## src/rtl/jk_bank_d_writer.sv

```systemverilog
// jk_bank_d_writer
//   Register bank of WIDTH JK flip-flops written with D-style data over a
//   valid/ready handshake. Each write walks IDLE -> EXCITE -> APPLY -> CHECK:
//   the J/K excitation is computed from the current bank state and the target,
//   applied to the bank, and the result is compared against the target.
//
//   Parameters:
//     WIDTH      number of JK flip-flops (1..32)
//     DC_POLICY  0: don't-cares resolved to 0 (J = d & ~q, K = ~d & q)
//                1: don't-cares resolved to 1 (J = d | q,  K = ~(d & q))
//
//   Ports:
//     clk, rst      clock (rising edge), asynchronous active-high reset
//     wr_valid      write request present
//     wr_data       target value, sampled only on the transfer edge
//     wr_ready      high in IDLE only
//     q             JK bank state
//     j_out, k_out  registered J/K excitation last applied
//     busy          state is not IDLE
//     done          one-cycle pulse at write completion
//     err           one-cycle pulse with done when q != target after apply
//
//   Optional feature (macro JK_BANK_STATS_EN):
//     wr_count      16-bit completed-write counter, wraps
//     toggle_count  16-bit saturating count of bits changed by APPLY
module jk_bank_d_writer #(
   parameter int WIDTH     = 8,
   parameter int DC_POLICY = 0
) (
   input  logic             clk,
   input  logic             rst,
   input  logic             wr_valid,
   input  logic [WIDTH-1:0] wr_data,
   output logic             wr_ready,
   output logic [WIDTH-1:0] q,
   output logic [WIDTH-1:0] j_out,
   output logic [WIDTH-1:0] k_out,
   output logic             busy,
   output logic             done,
   output logic             err
`ifdef JK_BANK_STATS_EN
   ,
   output logic [15:0]      wr_count,
   output logic [15:0]      toggle_count
`endif
);

   typedef enum logic [1:0] {
      ST_IDLE   = 2'd0,
      ST_EXCITE = 2'd1,
      ST_APPLY  = 2'd2,
      ST_CHECK  = 2'd3
   } state_t;

   state_t           state_reg, state_next;
   logic [WIDTH-1:0] q_reg, j_reg, k_reg, target_reg;
   logic             done_reg, err_reg;
   logic [WIDTH-1:0] j_next, k_next, q_apply;

   // Per-bit excitation and JK characteristic equation.
   generate
      for (genvar gi = 0; gi < WIDTH; gi++) begin : g_bit
         if (DC_POLICY == 0) begin : g_dc0
            assign j_next[gi] = target_reg[gi] & ~q_reg[gi];
            assign k_next[gi] = ~target_reg[gi] & q_reg[gi];
         end else begin : g_dc1
            assign j_next[gi] = target_reg[gi] | q_reg[gi];
            assign k_next[gi] = ~(target_reg[gi] & q_reg[gi]);
         end
         assign q_apply[gi] = (j_reg[gi] & ~q_reg[gi]) | (~k_reg[gi] & q_reg[gi]);
      end
   endgenerate

   // Next-state logic and state-decoded outputs.
   always_comb begin
      state_next = state_reg;
      wr_ready   = 1'b0;
      busy       = 1'b1;
      case (state_reg)
         ST_IDLE: begin
            wr_ready = 1'b1;
            busy     = 1'b0;
            if (wr_valid) state_next = ST_EXCITE;
         end
         ST_EXCITE: state_next = ST_APPLY;
         ST_APPLY:  state_next = ST_CHECK;
         ST_CHECK:  state_next = ST_IDLE;
         default:   state_next = ST_IDLE;
      endcase
   end

   always_ff @(posedge clk or posedge rst) begin
      if (rst) state_reg <= ST_IDLE;
      else     state_reg <= state_next;
   end

   always_ff @(posedge clk or posedge rst) begin
      if (rst) begin
         q_reg      <= '0;
         j_reg      <= '0;
         k_reg      <= '0;
         target_reg <= '0;
         done_reg   <= 1'b0;
         err_reg    <= 1'b0;
      end else begin
         // done/err are pulses: cleared every cycle unless CHECK sets them.
         done_reg <= 1'b0;
         err_reg  <= 1'b0;
         case (state_reg)
            ST_IDLE:   if (wr_valid) target_reg <= wr_data;
            ST_EXCITE: begin
               j_reg <= j_next;
               k_reg <= k_next;
            end
            ST_APPLY:  q_reg <= q_apply;
            ST_CHECK:  begin
               done_reg <= 1'b1;
               err_reg  <= (q_reg != target_reg);
            end
            default: ;
         endcase
      end
   end

   assign q     = q_reg;
   assign j_out = j_reg;
   assign k_out = k_reg;
   assign done  = done_reg;
   assign err   = err_reg;

`ifdef JK_BANK_STATS_EN
   logic [15:0] wr_count_reg, toggle_count_reg;
   logic [15:0] flip_bits;
   logic [16:0] toggle_sum;

   // Number of bits APPLY will change: every mismatch between q and target.
   always_comb begin
      flip_bits = '0;
      for (int i = 0; i < WIDTH; i++) begin
         flip_bits = flip_bits + 16'(q_reg[i] ^ target_reg[i]);
      end
      toggle_sum = {1'b0, toggle_count_reg} + {1'b0, flip_bits};
   end

   always_ff @(posedge clk or posedge rst) begin
      if (rst) begin
         wr_count_reg     <= '0;
         toggle_count_reg <= '0;
      end else begin
         if (state_reg == ST_EXCITE)
            toggle_count_reg <= toggle_sum[16] ? 16'hFFFF : toggle_sum[15:0];
         // Counted on the same edge that raises done.
         if (state_reg == ST_CHECK)
            wr_count_reg <= wr_count_reg + 16'd1;
      end
   end

   assign wr_count     = wr_count_reg;
   assign toggle_count = toggle_count_reg;
`endif

endmodule

```

## config.mk

```make
export PLATFORM = sky130hd
export DESIGN_NAME = jk_bank_d_writer
export DESIGN_NICKNAME = d
export VERILOG_FILES = /design/src/rtl/jk_bank_d_writer.sv
export SDC_FILE = /design/constraint.sdc
export NUM_CORES = 1
export LEC_CHECK = 0
export BUFFER_PORTS_ARGS = -buffer_cell sky130_fd_sc_hd__buf_2
export CAP_MARGIN = 20
export CORE_MARGIN = 2
export CORE_UTILIZATION = 35
export CTS_CLUSTER_SIZE = 20
export DETAILED_ROUTE_END_ITERATION = 10
export PLACE_DENSITY = 0.62
export SYNTH_ARGS = -nofsm -noshare
export SYNTH_HDL_FRONTEND = slang
export SYNTH_SLANG_ARGS = --single-unit
export TNS_END_PERCENT = 30
```

## constraint.sdc

```tcl
create_clock -name clk -period 1.5 [get_ports clk]
set_input_delay 0.225 -clock clk [delete_from_list [all_inputs] [get_ports clk]]
set_output_delay 0.225 -clock clk [all_outputs]
set_load 0.01 [all_outputs]
```

==> results of run 1 <==
-- cell usage after synthesis --
master     n
nor2_1     1
mux2_2     6
mux2i_1    1
nand4_1    2
mux2_1     1
buf_12     1
ha_1      21
nand2_4    1
dfrtp_1   36
buf_6      1
nand2b_1   1
o21a_1     1
inv_1     20
buf_4      2
a31oi_1    8
mux2_4    18
a21oi_1    8
-- repair_timing --
action                     in CTS  in global routing
resized for setup               1                  2
pin swaps                       0                  0
setup endpoints to repair       2                  2
-- layout make-up --
class	count	area, µm²	area share [%]
Clock buffer	6	72.6	3.41
Multi-Input combinational cell	69	766	35.9
Inverter	20	75.1	3.52
Sequential cell	36	901	42.3
Tap cell	67	83.8	3.93
Clock inverter	1	5.00	0.235
Timing Repair Buffer	43	228	10.7
-- critical path, delay by kind of cell, from the launching register on --
kind	cells	cell delay (ns)
buffers and inverters	2	0.36
DFF	1	0.41
adders and majority gates	1	0.20
muxes	1	0.36
-- power breakdown --
group	internal (mW)	leakage (nW)	switching [mW]	total [mW]
combinational	1.18	0.685	1.03	2.21
sequential	1.43	0.441	0.401	1.83
clock	0.316	0.0410	0.325	0.641
-- cell families (layout without fill, tap and decap cells) --
group,Yosys count,after routing,synth area share (%)
compound gates,17,17,5.50
fa+ha+maj,21,21,14.8
buf+inv,24,70,6.84
flops,36,36,50.7
mux,26,26,20.2
simple gates,5,5,1.90
-- worst max path at each step --
stage	end	slack, ns	depth (start not counted)
after floorplan	target_reg[0]	0.15	4
after global placement	j_out[4]	0.19	4
after detailed placement	target_reg[2]	0.08	4
after CTS	busy	0.004	4
after global routing	j_out[6]	0.01	4
final	j_out[6]	0.07	4
-- routing by layer --
metal / vias up / global-route usage, % / wire (µm)
met2: 29 / 19.5 / 1580
met4: 0 / 6.04 / 73
met1: 526 / 17.6 / 1580
li1: 524 / - / -
met3: 7 / 4.42 / 178
met5: - / 0 / 0
==> flow_metrics.env, run 1 <==
export IMPL_critPathMaxFanout=8
export IMPL_critPathArrivalTime_ns=1.60
export IMPL_die_x_um=75.2
export IMPL_cp_end_kind="register"
export IMPL_path_class="reg -> reg"
export IMPL_gr_usage_all_layers_pct=13.2
export IMPL_synth_seq_cells=36
export IMPL_cts_tree="built"
export IMPL_cap_viol_max_count=0
export IMPL_first_iter_violations=57
export IMPL_worst_clock_skew_ns=0.00781
export IMPL_wire_per_inst_um=14.1
export IMPL_finalCriticalPeriod_ns=1.43
export IMPL_viasPerCell=4.49
export IMPL_ioPinCount=39
export IMPL_layout_drive_gt1_share_pct=43.4
export IMPL_rsz0062_at_grt="no"
export IMPL_clockRootBuffer="clkbuf_8"
export IMPL_dp_cells=235
export IMPL_maxSlewViolCount=0
export IMPL_placed_area_um2=2040
export IMPL_whs_ns=0.0366
export IMPL_preCtsSetupSlack_ns=0.0806
export IMPL_final_common_cell="buf_2"
export IMPL_finalNonFillerCells=242
export IMPL_startpoint="state_reg[1]"
export IMPL_timing_fmax_mhz=698
export IMPL_grt_pass1_wl_um=5390
export IMPL_path_cells="inv_1 -> ha_1 -> buf_4 -> mux2_2"
export IMPL_place_hpwl_um=2560
export IMPL_synth_area_per_cell_um2=13.8
export IMPL_final_hold_violation_count=0
export IMPL_die_h_um=75.2
export IMPL_portBuffers=38
export IMPL_total_power_mw=4.68
export IMPL_timing_rr_start="state_reg[1]"
export IMPL_netlist_area_leader_share_pct=50.7
export IMPL_final_setup_tns_ns=0
export IMPL_cts_sinks=36
export IMPL_r2r_end="j_out[6]"
export IMPL_antenna_found_initial=0
export IMPL_syn_to_final_growth_pct=20.0
export IMPL_hold_buffers=0
export IMPL_antenna_cells=0
export IMPL_drc=0
export IMPL_relSlewSlack_pct=69.9
export IMPL_syn_inst=129
export IMPL_post_cts_buffers=0
export IMPL_pwr_density_cell_nw_per_um2=2200
export IMPL_tightest_slew_ns=0.452
export IMPL_wirelength_um=3420
export IMPL_status="completed"
export IMPL_fp_row_count=25
export IMPL_syn_nets=161
export IMPL_startpoint_type="register"
export IMPL_place_congestion=0.745
export IMPL_required_ns=1.67
export IMPL_synth_distinct_cells=17
export IMPL_max_stage_delay_ns=0.41
export IMPL_fillers=470
export IMPL_holdCritPathClass="in -> async"
export IMPL_final_nets=207
export IMPL_grt_pass1_vias=1098
export IMPL_yosysTopAreaCell="dfrtp_1"
export IMPL_fin_ws_ns=0.0683
export IMPL_cts_max_level=2
export IMPL_die_area_um2=5660
export IMPL_synth_area_um2=1780
export IMPL_clkLatencyLatePin_ns=0.28
export IMPL_fin_crit_sh_pct=95.4
export IMPL_core_area_um2=4820
export IMPL_clk_path_buf_depth=2
export IMPL_cp_slowest_cell="dfrtp_1"
export IMPL_grt_max_degree=37
export IMPL_synthTopCellsByArea="dfrtp_1 (51%), mux2_4 (15%), ha_1 (15%)"
export IMPL_vdd_drop_max_uv=836
export IMPL_setup_viol=0
export IMPL_rr_worst_depth=4
export IMPL_initial_core_util_pct=36.9
export IMPL_fin_util_pct=44.2
export IMPL_yosysWarnings=0
export IMPL_numCtsBuffers=5
export IMPL_final_area_um2=2130
export IMPL_ys_seq_area_share_pct=50.7
export IMPL_first_pass_iters=4
export IMPL_vias=1086
export IMPL_grt_ovfl_total=0
export IMPL_p_leak_nw=1.17
export IMPL_path_clk_slew_ns=0.07
export IMPL_rrSetupSlack_ns=0.07
export IMPL_mostFrequentLayoutCells="buf_2 (38), dfrtp_1 (36), ha_1 (20), inv_1 (19), mux2_4 (18)"
export IMPL_postRouteAntennaNets=0
No activity file was read; power rests on OpenSTA's default activity.
==> inputs of run 2 (changes only) <==
Settings changed: BUFFER_PORTS_ARGS -buffer_cell sky130_fd_sc_hd__buf_2 to default, CORE_MARGIN 2 to default, DONT_BUFFER_PORTS from default to 1, PLACE_DENSITY 0.62 to 0.55, SETUP_SLACK_MARGIN from default to 0.1.
==> flow_metrics.env, run 2 (same netlist as run 1, synthesis figures left out) <==
export IMPL_status="completed"
export IMPL_vias=997
export IMPL_fp_row_count=25
export IMPL_place_congestion=0.709
export IMPL_place_hpwl_um=2320
export IMPL_crit_end="j_out[3]"
export IMPL_ioPinCount=39
export IMPL_viasPerCell=4.75
export IMPL_rr_worst_depth=4
export IMPL_wire_per_inst_um=15.8
export IMPL_ff_latch_area_um2=901
export IMPL_core_area_um2=4820
export IMPL_numCtsBuffers=5
export IMPL_clk_path_buf_depth=2
export IMPL_p_switching_mw=1.71
export IMPL_final_nets=175
export IMPL_final_area_um2=1990
export IMPL_relSlewSlack_pct=69.7
export IMPL_placed_area_um2=1860
export IMPL_final_hold_violation_count=0
export IMPL_drc=0
export IMPL_cp_end_kind="register"
export IMPL_clockRootBuffer="clkbuf_8"
export IMPL_first_iter_violations=53
export IMPL_die_area_um2=5360
export IMPL_fin_crit_sh_pct=90.5
export IMPL_r2r_end="j_out[3]"
export IMPL_critPathMaxFanout=8
export IMPL_startpoint="state_reg[1]"
export IMPL_wirelength_um=3310
export IMPL_grt_max_degree=37
export IMPL_mostFrequentLayoutCells="dfrtp_1 (36), ha_1 (20), mux2_4 (18), inv_1 (17), buf_4 (10)"
export IMPL_initial_core_util_pct=36.9
export IMPL_die_x_um=73.2
export IMPL_setup_viol=0
export IMPL_layout_drive_gt1_share_pct=31.5
export IMPL_worst_clock_skew_ns=0.00443
export IMPL_portBuffers=0
export IMPL_grt_pass1_vias=1033
export IMPL_hold_start="wr_data[2]"
export IMPL_grt_pass1_wl_um=5140
export IMPL_power_frac_comb_pct=41.1
export IMPL_grt_ovfl_total=0
export IMPL_path_clk_slew_ns=0.07
export IMPL_required_ns=1.67
export IMPL_switching_share_pct=38.1
export IMPL_gr_usage_all_layers_pct=13.5
export IMPL_p_int_mw=2.78
export IMPL_postRouteAntennaNets=0
export IMPL_tightest_slew_ns=0.454
export IMPL_antenna_cells=0
export IMPL_timing_rr_start="state_reg[1]"
export IMPL_antenna_found_initial=0
export IMPL_cts_tree="built"
export IMPL_pwr_density_cell_nw_per_um2=2260
export IMPL_die_h_um=73.2
export IMPL_multiInputGateArea_um2=766
export IMPL_cap_viol_max_count=0
export IMPL_fillers=461
export IMPL_p_leak_nw=1.03
export IMPL_cts_sinks=36
export IMPL_rrSetupSlack_ns=0.14
export IMPL_holdCritPathClass="in -> reg"
export IMPL_critPathArrivalTime_ns=1.53
export IMPL_syn_to_final_growth_pct=12.0
export IMPL_cts_max_level=2
export IMPL_path_class="reg -> reg"
export IMPL_clkLatencyLatePin_ns=0.28
export IMPL_finalCriticalPeriod_ns=1.36
export IMPL_seq_power_share_pct=44.8
export IMPL_final_setup_tns_ns=0
export IMPL_first_pass_iters=4
export IMPL_final_common_cell="dfrtp_1"
export IMPL_clockPowerShare_pct=14.1
export IMPL_vdd_drop_max_uv=551
export IMPL_startpoint_type="register"
export IMPL_maxSlewViolCount=0
export IMPL_rsz0062_at_grt="no"
export IMPL_timing_fmax_mhz=737
run 2: cell count changes in the layout (fill, tap and decap cells not counted), sizes merged:
cell,change
buf,-33
dlygate4sd3,+1
run 2: power groups by stage:
stage                     Combinational (mW)  Sequential (mW)  Clock (mW)
after CTS                               1.83             2.02       0.658
after floorplan                         1.44             1.92           0
after detailed placement                1.72             2.04           0
final                                   1.84             2.01       0.634
after global placement                  1.65             2.02           0
after global routing                    2.08             2.08       0.696
run 2: layer usage:
layer,global-route usage (%),share of wire (%),vias to the layer above
met5,0,0,-
met1,14.5,40,500
met4,6.54,2.0,0
met2,22.0,51,30
li1,-,-,462
met3,6.77,7.8,5
run 2: stage by stage:
step	hold WS [ns]	total power [mW]	util, %	std cells	worst slack [ns]
after global placement	0.239	3.67	38.6	198	0.177
after CTS	0.0734	4.51	41.0	208	0.107
after detailed placement	0.253	3.76	38.6	198	0.114
after global routing	0.0712	4.85	41.3	210	0.109
after floorplan	0.374	3.36	-	129	0.151
final	0.0833	4.49	41.3	210	0.142
run 2: worst min path at each step:
stage / slack, ns / end / cells past startpoint
floorplan: 0.37 / target_reg[0] / 1
global placement: 0.24 / k_out[0] / 2
detailed placement: 0.25 / k_out[0] / 2
CTS: 0.07 / target_reg[7] / 1
global route: 0.07 / target_reg[5] / 1
finish: 0.08 / target_reg[2] / 1
run 2: repair_timing:
| item | CTS | global route |
|---|---|---|
| pin swaps | 0 | 1 |
| hold endpoints to repair | 36 | 0 |
| resized for setup | 4 | 1 |
| cloned | 0 | 0 |
| hold buffers | 1 | 0 |
| setup endpoints to repair | 4 | 5 |
| setup buffers | 2 | 2 |
run 2: cell type report:
| type | count | area share [%] |
|---|---|---|
| Sequential cell | 36 | 45.3 |
| Multi-Input combinational cell | 69 | 38.5 |
| Timing Repair Buffer | 11 | 4.28 |
| Tap cell | 67 | 4.22 |
| Inverter | 20 | 3.78 |
| Clock buffer | 6 | 3.65 |
| Clock inverter | 1 | 0.252 |
run 2: worst max-delay path, cell delays in order (launching register included):
cell and delay (ns):
dfrtp_1 0.39, inv_2 0.11, ha_1 0.17, buf_4 0.21, mux2_2 0.36
